**config.mk**
```make
export PLATFORM = sky130hd
export DESIGN_NAME = burst_line_buffer
export DESIGN_NICKNAME = d
export VERILOG_FILES = /design/src/rtl/cache_types.sv /design/src/rtl/burst_line_serializer.sv /design/src/rtl/burst_line_buffer.sv
export SDC_FILE = /design/constraint.sdc
export NUM_CORES = 1
export LEC_CHECK = 0
export ABC_AREA = 1
export CORE_AREA = 2 2 287 289
export CTS_BUF_LIST = sky130_fd_sc_hd__clkbuf_2
export DETAILED_ROUTE_END_ITERATION = 6
export DIE_AREA = 0 0 289 291
export GPL_TIMING_DRIVEN = 0
export HOLD_SLACK_MARGIN = 0.02
export PLACE_DENSITY = 0.6
export SYNTH_ARGS = -nofsm -noshare
export SYNTH_HDL_FRONTEND = slang
export SYNTH_SLANG_ARGS = --single-unit
```
**constraint.sdc**
```tcl
create_clock -name clk -period 27 [get_ports clk]
set_input_delay 2.7 -clock clk [delete_from_list [all_inputs] [get_ports clk]]
set_output_delay 2.7 -clock clk [all_outputs]
set_load 0.05 [all_outputs]
```
**src/rtl/cache_types.sv**
```systemverilog
// Shared types for the burst line buffer: read-fill and write-drain FSM states.
package cache_types;

  typedef enum logic [1:0] {
    RD_IDLE,
    RD_REQ,
    RD_FILL,
    RD_DONE
  } burst_rd_state_t;

  typedef enum logic [0:0] {
    WB_EMPTY,
    WB_DRAIN
  } burst_wb_state_t;

endpackage

```
**src/rtl/burst_line_serializer.sv**
```systemverilog
// One-entry posted write buffer that drains a captured line to memory one beat
// at a time, advancing only on bmem_ready_i.
module burst_line_serializer
  import cache_types::*;
#(
  parameter int ADDR_WIDTH = 32,
  parameter int LINE_WIDTH = 256,
  parameter int BEAT_WIDTH = 64
) (
  input  logic                  clk,
  input  logic                  rst,
  input  logic                  load_i,
  input  logic [ADDR_WIDTH-1:0] addr_i,
  input  logic [LINE_WIDTH-1:0] line_i,
  input  logic                  bmem_ready_i,
  output burst_wb_state_t       state_o,
  output logic                  valid_o,
  output logic [ADDR_WIDTH-1:0] addr_o,
  output logic [LINE_WIDTH-1:0] line_o,
  output logic                  bmem_write_o,
  output logic [ADDR_WIDTH-1:0] bmem_addr_o,
  output logic [BEAT_WIDTH-1:0] bmem_wdata_o
);

  localparam int NUM_BEATS = LINE_WIDTH / BEAT_WIDTH;
  localparam int CNT_W = $clog2(NUM_BEATS);
  localparam logic [CNT_W-1:0] LAST_BEAT = CNT_W'(NUM_BEATS - 1);

  burst_wb_state_t       state_q, state_d;
  logic [CNT_W-1:0]      cnt_q, cnt_d;
  logic                  valid_q, valid_d;
  logic [ADDR_WIDTH-1:0] addr_q;
  logic [LINE_WIDTH-1:0] line_q;
  logic                  capture;

  assign capture = load_i && (state_q == WB_EMPTY);

  always_ff @(posedge clk or posedge rst) begin
    if (rst) begin
      state_q <= WB_EMPTY;
      cnt_q   <= '0;
      valid_q <= 1'b0;
      addr_q  <= '0;
      line_q  <= '0;
    end else begin
      state_q <= state_d;
      cnt_q   <= cnt_d;
      valid_q <= valid_d;
      if (capture) begin
        addr_q <= addr_i;
        line_q <= line_i;
      end
    end
  end

  // A beat is transferred on every cycle where bmem_write_o and bmem_ready_i are both high.
  always_comb begin
    state_d      = state_q;
    cnt_d        = cnt_q;
    valid_d      = valid_q;
    bmem_write_o = 1'b0;
    bmem_addr_o  = '0;
    bmem_wdata_o = '0;
    case (state_q)
      WB_EMPTY: begin
        if (capture) begin
          state_d = WB_DRAIN;
          cnt_d   = '0;
          valid_d = 1'b1;
        end
      end
      WB_DRAIN: begin
        bmem_write_o = 1'b1;
        bmem_addr_o  = addr_q;
        bmem_wdata_o = line_q[int'(cnt_q) * BEAT_WIDTH +: BEAT_WIDTH];
        if (bmem_ready_i) begin
          cnt_d = cnt_q + CNT_W'(1);
          if (cnt_q == LAST_BEAT) begin
            state_d = WB_EMPTY;
            valid_d = 1'b0;
          end
        end
      end
      default: state_d = WB_EMPTY;
    endcase
  end

  assign state_o = state_q;
  assign valid_o = valid_q;
  assign addr_o  = addr_q;
  assign line_o  = line_q;

endmodule

```
**src/rtl/burst_line_buffer.sv**
```systemverilog
// Cacheline-to-beat adapter: posted line writes drained by the serializer, line
// reads filled beat by beat, with read forwarding from the pending write buffer.
module burst_line_buffer
  import cache_types::*;
#(
  parameter int ADDR_WIDTH = 32,
  parameter int LINE_WIDTH = 256,
  parameter int BEAT_WIDTH = 64
) (
  input  logic                  clk,
  input  logic                  rst,
  input  logic [ADDR_WIDTH-1:0] l2cache_addr,
  input  logic                  l2cache_read,
  input  logic                  l2cache_write,
  input  logic [LINE_WIDTH-1:0] l2cache_wdata,
  output logic [LINE_WIDTH-1:0] l2cache_rdata,
  output logic                  l2cache_resp,
  output logic [ADDR_WIDTH-1:0] bmem_addr,
  output logic                  bmem_read,
  output logic                  bmem_write,
  output logic [BEAT_WIDTH-1:0] bmem_wdata,
  input  logic                  bmem_ready,
  input  logic [ADDR_WIDTH-1:0] bmem_raddr,
  input  logic [BEAT_WIDTH-1:0] bmem_rdata,
  input  logic                  bmem_rvalid
);

  localparam int NUM_BEATS = LINE_WIDTH / BEAT_WIDTH;
  localparam int CNT_W = $clog2(NUM_BEATS);
  localparam logic [CNT_W-1:0] LAST_BEAT = CNT_W'(NUM_BEATS - 1);
  localparam logic [ADDR_WIDTH-1:0] OFF_MASK = ADDR_WIDTH'(LINE_WIDTH / 8 - 1);

  burst_rd_state_t       rd_state_q, rd_state_d;
  logic [CNT_W-1:0]      rd_cnt_q, rd_cnt_d;
  logic [LINE_WIDTH-1:0] rd_line_q, rd_line_d;
  logic                  wr_resp_q;
  logic                  wr_accept;
  logic                  wb_hit;
  logic                  rd_bmem_read;
  logic [ADDR_WIDTH-1:0] rd_bmem_addr;

  burst_wb_state_t       wb_state;
  logic                  wb_valid;
  logic [ADDR_WIDTH-1:0] wb_addr;
  logic [LINE_WIDTH-1:0] wb_line;
  logic                  wb_bmem_write;
  logic [ADDR_WIDTH-1:0] wb_bmem_addr;
  logic [BEAT_WIDTH-1:0] wb_bmem_wdata;

  // Writes are only taken while no read is in flight so the two bus masters never overlap.
  assign wr_accept = l2cache_write && (wb_state == WB_EMPTY) && (rd_state_q == RD_IDLE);
  assign wb_hit    = wb_valid && ((l2cache_addr & ~OFF_MASK) == (wb_addr & ~OFF_MASK));

  burst_line_serializer #(
    .ADDR_WIDTH (ADDR_WIDTH),
    .LINE_WIDTH (LINE_WIDTH),
    .BEAT_WIDTH (BEAT_WIDTH)
  ) u_serializer (
    .clk          (clk),
    .rst          (rst),
    .load_i       (wr_accept),
    .addr_i       (l2cache_addr),
    .line_i       (l2cache_wdata),
    .bmem_ready_i (bmem_ready),
    .state_o      (wb_state),
    .valid_o      (wb_valid),
    .addr_o       (wb_addr),
    .line_o       (wb_line),
    .bmem_write_o (wb_bmem_write),
    .bmem_addr_o  (wb_bmem_addr),
    .bmem_wdata_o (wb_bmem_wdata)
  );

  always_ff @(posedge clk or posedge rst) begin
    if (rst) begin
      rd_state_q <= RD_IDLE;
      rd_cnt_q   <= '0;
      rd_line_q  <= '0;
      wr_resp_q  <= 1'b0;
    end else begin
      rd_state_q <= rd_state_d;
      rd_cnt_q   <= rd_cnt_d;
      rd_line_q  <= rd_line_d;
      wr_resp_q  <= wr_accept;
    end
  end

  always_comb begin
    rd_state_d   = rd_state_q;
    rd_cnt_d     = rd_cnt_q;
    rd_line_d    = rd_line_q;
    rd_bmem_read = 1'b0;
    rd_bmem_addr = '0;
    case (rd_state_q)
      RD_IDLE: begin
        if (l2cache_read) begin
          if (wb_state == WB_DRAIN) begin
            // A miss waits here so the pending write reaches memory first.
            if (wb_hit) begin
              rd_line_d  = wb_line;
              rd_state_d = RD_DONE;
            end
          end else begin
            rd_state_d = RD_REQ;
          end
        end
      end
      RD_REQ: begin
        rd_bmem_read = 1'b1;
        rd_bmem_addr = l2cache_addr;
        if (bmem_ready) begin
          rd_state_d = RD_FILL;
          rd_cnt_d   = '0;
        end
      end
      RD_FILL: begin
        if (bmem_rvalid && (bmem_raddr == l2cache_addr)) begin
          rd_line_d[int'(rd_cnt_q) * BEAT_WIDTH +: BEAT_WIDTH] = bmem_rdata;
          rd_cnt_d = rd_cnt_q + CNT_W'(1);
          if (rd_cnt_q == LAST_BEAT) rd_state_d = RD_DONE;
        end
      end
      RD_DONE: rd_state_d = RD_IDLE;
      default: rd_state_d = RD_IDLE;
    endcase
  end

  assign bmem_read     = rd_bmem_read;
  assign bmem_write    = wb_bmem_write;
  assign bmem_addr     = wb_bmem_write ? wb_bmem_addr : rd_bmem_addr;
  assign bmem_wdata    = wb_bmem_wdata;
  assign l2cache_rdata = rd_line_q;
  assign l2cache_resp  = wr_resp_q || (rd_state_q == RD_DONE);

endmodule
```
Word-level counts from Yosys, hierarchy flattened
Cells that the tools add are included.
{"block": "word_totals", "ff_bits": 553, "inputBits": 390}
{"block": "op_classes", "addsub": 3, "eq_ne": 17, "shift": 3, "muxes": 33, "bitwise": 1, "reduce_logical": 14}
{"cell": "$mux 256", "n": 4}
{"cell": "$pmux 256 s2", "n": 1}
{"cell": "$bwmux 256", "n": 1}
{"cell": "$shift 64x33->256 const A", "n": 1}
{"cell": "$shiftx 256x9->64", "n": 1}
{"cell": "$shiftx 64x33->256", "n": 1}
{"cell": "$mux 32", "n": 3}
{"cell": "$mux 64", "n": 1}
{"cell": "$neg 8->33", "n": 1}
{"cell": "$eq 32x32->1", "n": 1}
{"cell": "$eq 27x27->1", "n": 1}
{"cell": "$mux 2", "n": 10}
{"cell": "$ne 2x2->1 const B", "n": 7}
{"cell": "$reduce_and 5->1", "n": 2}
{"cell": "$eq 2x2->1 const B", "n": 4}
{"cell": "$mux 1", "n": 8}
{"cell": "$pmux 2 s2", "n": 2}
{"cell": "$pmux 2 s4", "n": 1}
{"cell": "$reduce_and 3->1", "n": 2}
{"cell": "$logic_and 1x1->1", "n": 5}
{"cell": "$add 2x1->2 const B", "n": 2}
{"cell": "$ne 2x1->1 const B", "n": 2}
{"cell": "$pmux 1 s2", "n": 2}
{"cell": "$reduce_bool 2->1", "n": 2}
{"cell": "6 further kinds", "n": 6}

Logic depth before layout (Yosys ltp)
{"block": "logic_depth", "depth_word": 6, "depth_mapped": 15, "ltp_nobuf": 13}

By module
Synthesis repeated with hierarchy kept, for this count alone.
{"block": "hier_totals", "cells_unflattened": 4069, "hier_area_um2": 29997.5}
{"mod": "burst_line_buffer", "instances": 1, "cells_each": 2265, "area_per_inst_um2": 16094.2, "seq_area_each_um2": 6531.3}
{"mod": "burst_line_serializer", "instances": 1, "cells_each": 1804, "area_per_inst_um2": 13903.3, "seq_area_each_um2": 7307.0}

Worst setup path before layout
OpenSTA, ideal clock, no wires.
{"block": "synth_path", "path_type": "input-to-output", "startpoint": "in l2cache_addr[10]", "endpoint": "out bmem_addr[10]", "arrival_ps": 3293, "required_time_ps": 24300, "path_slack_ps": 21007, "path_stages": 2, "cell_sequence": "nand3_1 > o21ai_0"}
{"block": "synth_via", "elab_chain_len": 2}
{"element": "start: declaration", "line": "burst_line_buffer.sv:12", "rtl": "input logic [ADDR_WIDTH-1:0] l2cache_addr,"}
{"element": "$mux 32", "line": "burst_line_buffer.sv:94", "rtl": "case (rd_state_q)"}
{"element": "$mux 32", "line": "burst_line_buffer.sv:130", "rtl": "assign bmem_addr = wb_bmem_write ? wb_bmem_addr : rd_bmem_addr;"}
{"element": "end: declaration", "line": "burst_line_buffer.sv:18", "rtl": "output logic [ADDR_WIDTH-1:0] bmem_addr,"}
No other way between the ends.

Worst setup path after layout
{"block": "layout_path", "startpoint": "reg u_serializer.cnt_q[0]", "endpoint": "out bmem_wdata[24]"}
{"block": "layout_via", "elab_chain_len": 2}
{"element": "start: declaration", "line": "burst_line_serializer.sv:30", "rtl": "logic [CNT_W-1:0] cnt_q, cnt_d;"}
{"element": "start signal: assignment", "line": "burst_line_serializer.sv:47", "rtl": "cnt_q <= cnt_d;"}
{"element": "$shiftx 256x9->64", "line": "burst_line_serializer.sv:75", "rtl": "bmem_wdata_o = line_q[int'(cnt_q) * BEAT_WIDTH +: BEAT_WIDTH];"}
{"element": "$mux 64", "line": "burst_line_serializer.sv:64", "rtl": "case (state_q)"}
{"element": "end: declaration", "line": "burst_line_buffer.sv:21", "rtl": "output logic [BEAT_WIDTH-1:0] bmem_wdata,"}
No other way between the ends.

==> run_results.csv <==
group,metric,value,unit
pwr,pwr-share-seq,25.1,%
critical_path,path_common_cell,"clkbuf_1",
global_routing,grt_max_degree,119,
pwr,switching_share,56.6,%
clock_network,cts_tree,"built",
timing,fin_skew,0.174,ns
critical_path,cp_cell_sequence,"clkbuf_1 -> clkbuf_1 -> clkbuf_1 -> o211ai_1 -> a21oi_1 -> clkdlybuf4s50_1",
synthesis,synth_cell_types,31,
critical_path,cp_max_fo,10,
pwr,p_leak,17.5,nW
critical_path,end_kind,"output port",
routing,drt_iter0_drc,3800,
timing,setup_tns,0,ns
timing,drv_slew,0,
synthesis,synthFlopType,"dfrtp_1",
pwr,power,5.66,mW
synthesis,async_reset_ff_share,100,%
timing,max_slew_margin,4.37,%
cells_and_area,fin_area,0.0389,sq mm
synthesis,yosys.area.top_type_share,48.6,%
place,pre_cts_ws,19.82,ns
die,coreArea,0.0812,sq mm
critical_path,crit_buf_inv,4,
timing,period_share,29.8,%
clock_network,cts.sinks,553,
pwr,power_density,146,mW/mm^2
clock_network,cts_max_level,4,
cells_and_area,n_fill_cell,8428,
global_routing,grt_pass1_vias,31138,
routing,post-route-drc-count,0,
timing,rsz0062_at_grt,"false",
place,dpl_cell_area,0.0374,sq mm
die,die_w,289,um
timing,fmax,0.124,GHz
synthesis,synth_seq_area_share,48.6,%
cells_and_area,fin_nets,5046,
hold_path,min_path_type,"register to register",
routing,first_pass_iters,6,
critical_path,path_delay_family,"buffers and inverters",
clock_network,post-cts-setup-buffers,0,
timing,worstMarginPinSlew,1.43,ns
synthesis,ys_ff_latch,553,
routing,drt-total-wl,151,mm
critical_path,cp.required,24.30,ns
routing,wire_per_inst,25.9,um
synthesis,yosys.area.top_type,"dfrtp_1",
place,gp_congestion,0.959,
job,cap_violations,0,
critical_path,cp_slowest_stage_delay,0.87,ns
die,pin_count,745,
global_routing,antenna_found_initial,24,
critical_path,critPathKind,"register to output port",
clock_network,insertion_delay,1.43,ns
critical_path,critPathLaunchType,"register",
routing,postRouteAntennaNets,0,
timing,setup_ws,18.96,ns
cells_and_area,syn2layout_area_growth,36.5,%
critical_path,critPathLaunch,"u_serializer.cnt_q[0]$_DFFE_PP0P_",
clock_network,cts_buffer_depth,3,
critical_path,reg2reg_slack,23.20,ns
critical_path,crit_cells,6,
clock_network,postCtsHoldBufs,0,
synthesis,avgSynthCellArea,7.61,sq um
run_status,status,"finished clean",
die,fp.dieH,291,um
pwr,net-switching-power,3.20,mW
timing,setup_viol,0,
routing,num_vias,32394,
pwr,pwr-share-clk,11.6,%
critical_path,r2r-start,"rd_state_q[0]$_DFFE_PP0P_",
synthesis,synth_area,0.0285,sq mm
die,die_area,0.0841,sq mm
critical_path,crit_end,"bmem_wdata[24]",
die,num_rows,105,
synthesis,synth_edf_count,0,
critical_path,worst-endpoint-arrival,5.34,ns
timing,min_period,8.04,ns
critical_path,reg2regPathDepth,9,
cells_and_area,final_util,47.9,%
clock_network,numCtsBuffers,155,
synthesis,yosysMostFrequentCell,"nand2_1",
timing,hold_viol_final,0,
routing,vias_per_cell,5.54,
cells_and_area,final_layout_size_suffix_gt1_share,7.28,%
synthesis,synth_area_leaders,"dfrtp_1, nand2_1, o21ai_0",
synthesis,synth_common_cells,"nand2_1, dfrtp_1, o21ai_0",
global_routing,grt_usage,35.2,%
synthesis,syn_inst,3741,
die,start_util,35.1,%
place,port_buffers,744,
critical_path,cp_slowest_cell,"clkdlybuf4s50_1",
global_routing,grt_pass1_wl,214,mm
clock_network,clkTransAtPathRegs,0.10,ns
synthesis,syn_nets,4140,
global_routing,gr-total-overflow,0,
synthesis,yosys_warnings,0,
pwr,cell_internal_pwr,2.46,mW
place,dp_hpwl,115,mm
clock_network,cts_root_buf,"clkbuf_2",
pwr,power_frac_comb,63.3,%
clock_network,cts-resized-gates,0,
pwr,ir_drop,0.100,mV
critical_path,reg2reg_to,"l2cache_rdata[229]$_DFFE_PP0P_",
-- per-stage QoR --
step	hold WS, ns	std cells
final	0.475	5846
after global routing	0.496	5844
after CTS	0.477	5826
after detailed placement	0.458	5560
after global placement	0.453	5555
after floorplan	0.453	3741
-- cells by family after synthesis --
family          Yosys count  share of synthesized area, %
compound gates          809                          15.3
simple gates           1734                          26.3
flops                   553                          48.6
buf+inv                 621                          8.98
fa+ha+maj                 9                         0.396
xor+xnor                 15                         0.461
-- power by group through the flow --
stage	Clock [mW]	Combinational, mW	Sequential (mW)
2_1_floorplan	0	1.63	1.91
3_3_place_gp	0	3.50	1.43
3_5_place_dp	0	3.53	1.43
4_1_cts	0.661	3.54	1.41
5_1_grt	0.704	3.78	1.45
6_report	0.654	3.58	1.42
-- worst register-to-register path, cell delays in order (launching register included) --
cell      delay, ns
dfrtp_1        0.41
inv_1          0.09
ha_1           0.30
buf_2          0.34
nand3b_1       0.15
clkbuf_1       0.79
clkbuf_1       1.06
o22ai_1        0.23
nand4_1        0.16
nand2_1        0.07
-- flip-flops by register name (all words and copies together) (netlist names) --
| name | cells |
|---|---|
| l2cache_rdata | 256 |
| u_serializer.valid_o | 1 |
| u_serializer.cnt_q | 2 |
| u_serializer.addr_o | 32 |
| rd_state_q | 2 |
| u_serializer.state_o | 1 |
| wr_resp_q | 1 |
| rd_cnt_q | 2 |
| u_serializer.line_o | 256 |
-- layer usage --
layer	wire [um]	GRT usage (%)
met3	15300	9.22
met4	8080	18.3
met2	68400	54.4
met1	59500	45.3
met5	15	0
-- worst min-delay path by stage --
stage | from | endpoint | slack (ns) | depth (start not counted)
floorplan | u_serializer.addr_o[0]$_DFFE_PP0P_ | u_serializer.addr_o[0]$_DFFE_PP0P_ | 0.45 | 2
global placement | l2cache_rdata[69]$_DFFE_PP0P_ | l2cache_rdata[69]$_DFFE_PP0P_ | 0.45 | 2
detailed placement | l2cache_rdata[156]$_DFFE_PP0P_ | l2cache_rdata[156]$_DFFE_PP0P_ | 0.46 | 2
CTS | l2cache_rdata[20]$_DFFE_PP0P_ | l2cache_rdata[20]$_DFFE_PP0P_ | 0.48 | 2
global route | l2cache_rdata[80]$_DFFE_PP0P_ | l2cache_rdata[80]$_DFFE_PP0P_ | 0.50 | 2
finish | l2cache_rdata[168]$_DFFE_PP0P_ | l2cache_rdata[168]$_DFFE_PP0P_ | 0.48 | 2
-- placed cells by master, fill, tap and decap left out, types with 149 or more instances in the layout --
master	count
inv_1	268
clkbuf_2	223
nand2_1	1212
clkbuf_1	234
o22ai_1	149
o21ai_0	462
nand3_1	205
nand4_1	263
dfrtp_1	553
a21oi_1	150
clkdlybuf4s50_1	744
-- area by class of cell --
type	instances	area, sq um	share of cell area [%]
Inverter	299	1130	2.91
Sequential cell	553	13800	35.6
Buffer	322	1440	3.70
Clock buffer	220	1100	2.83
Clock inverter	46	305	0.786
Multi-Input combinational cell	2567	12100	31.1
Timing Repair Buffer	749	7570	19.5
Antenna cell	20	50.0	0.129
Tap cell	1070	1340	3.45
No activity file was read; power rests on OpenSTA's default activity.
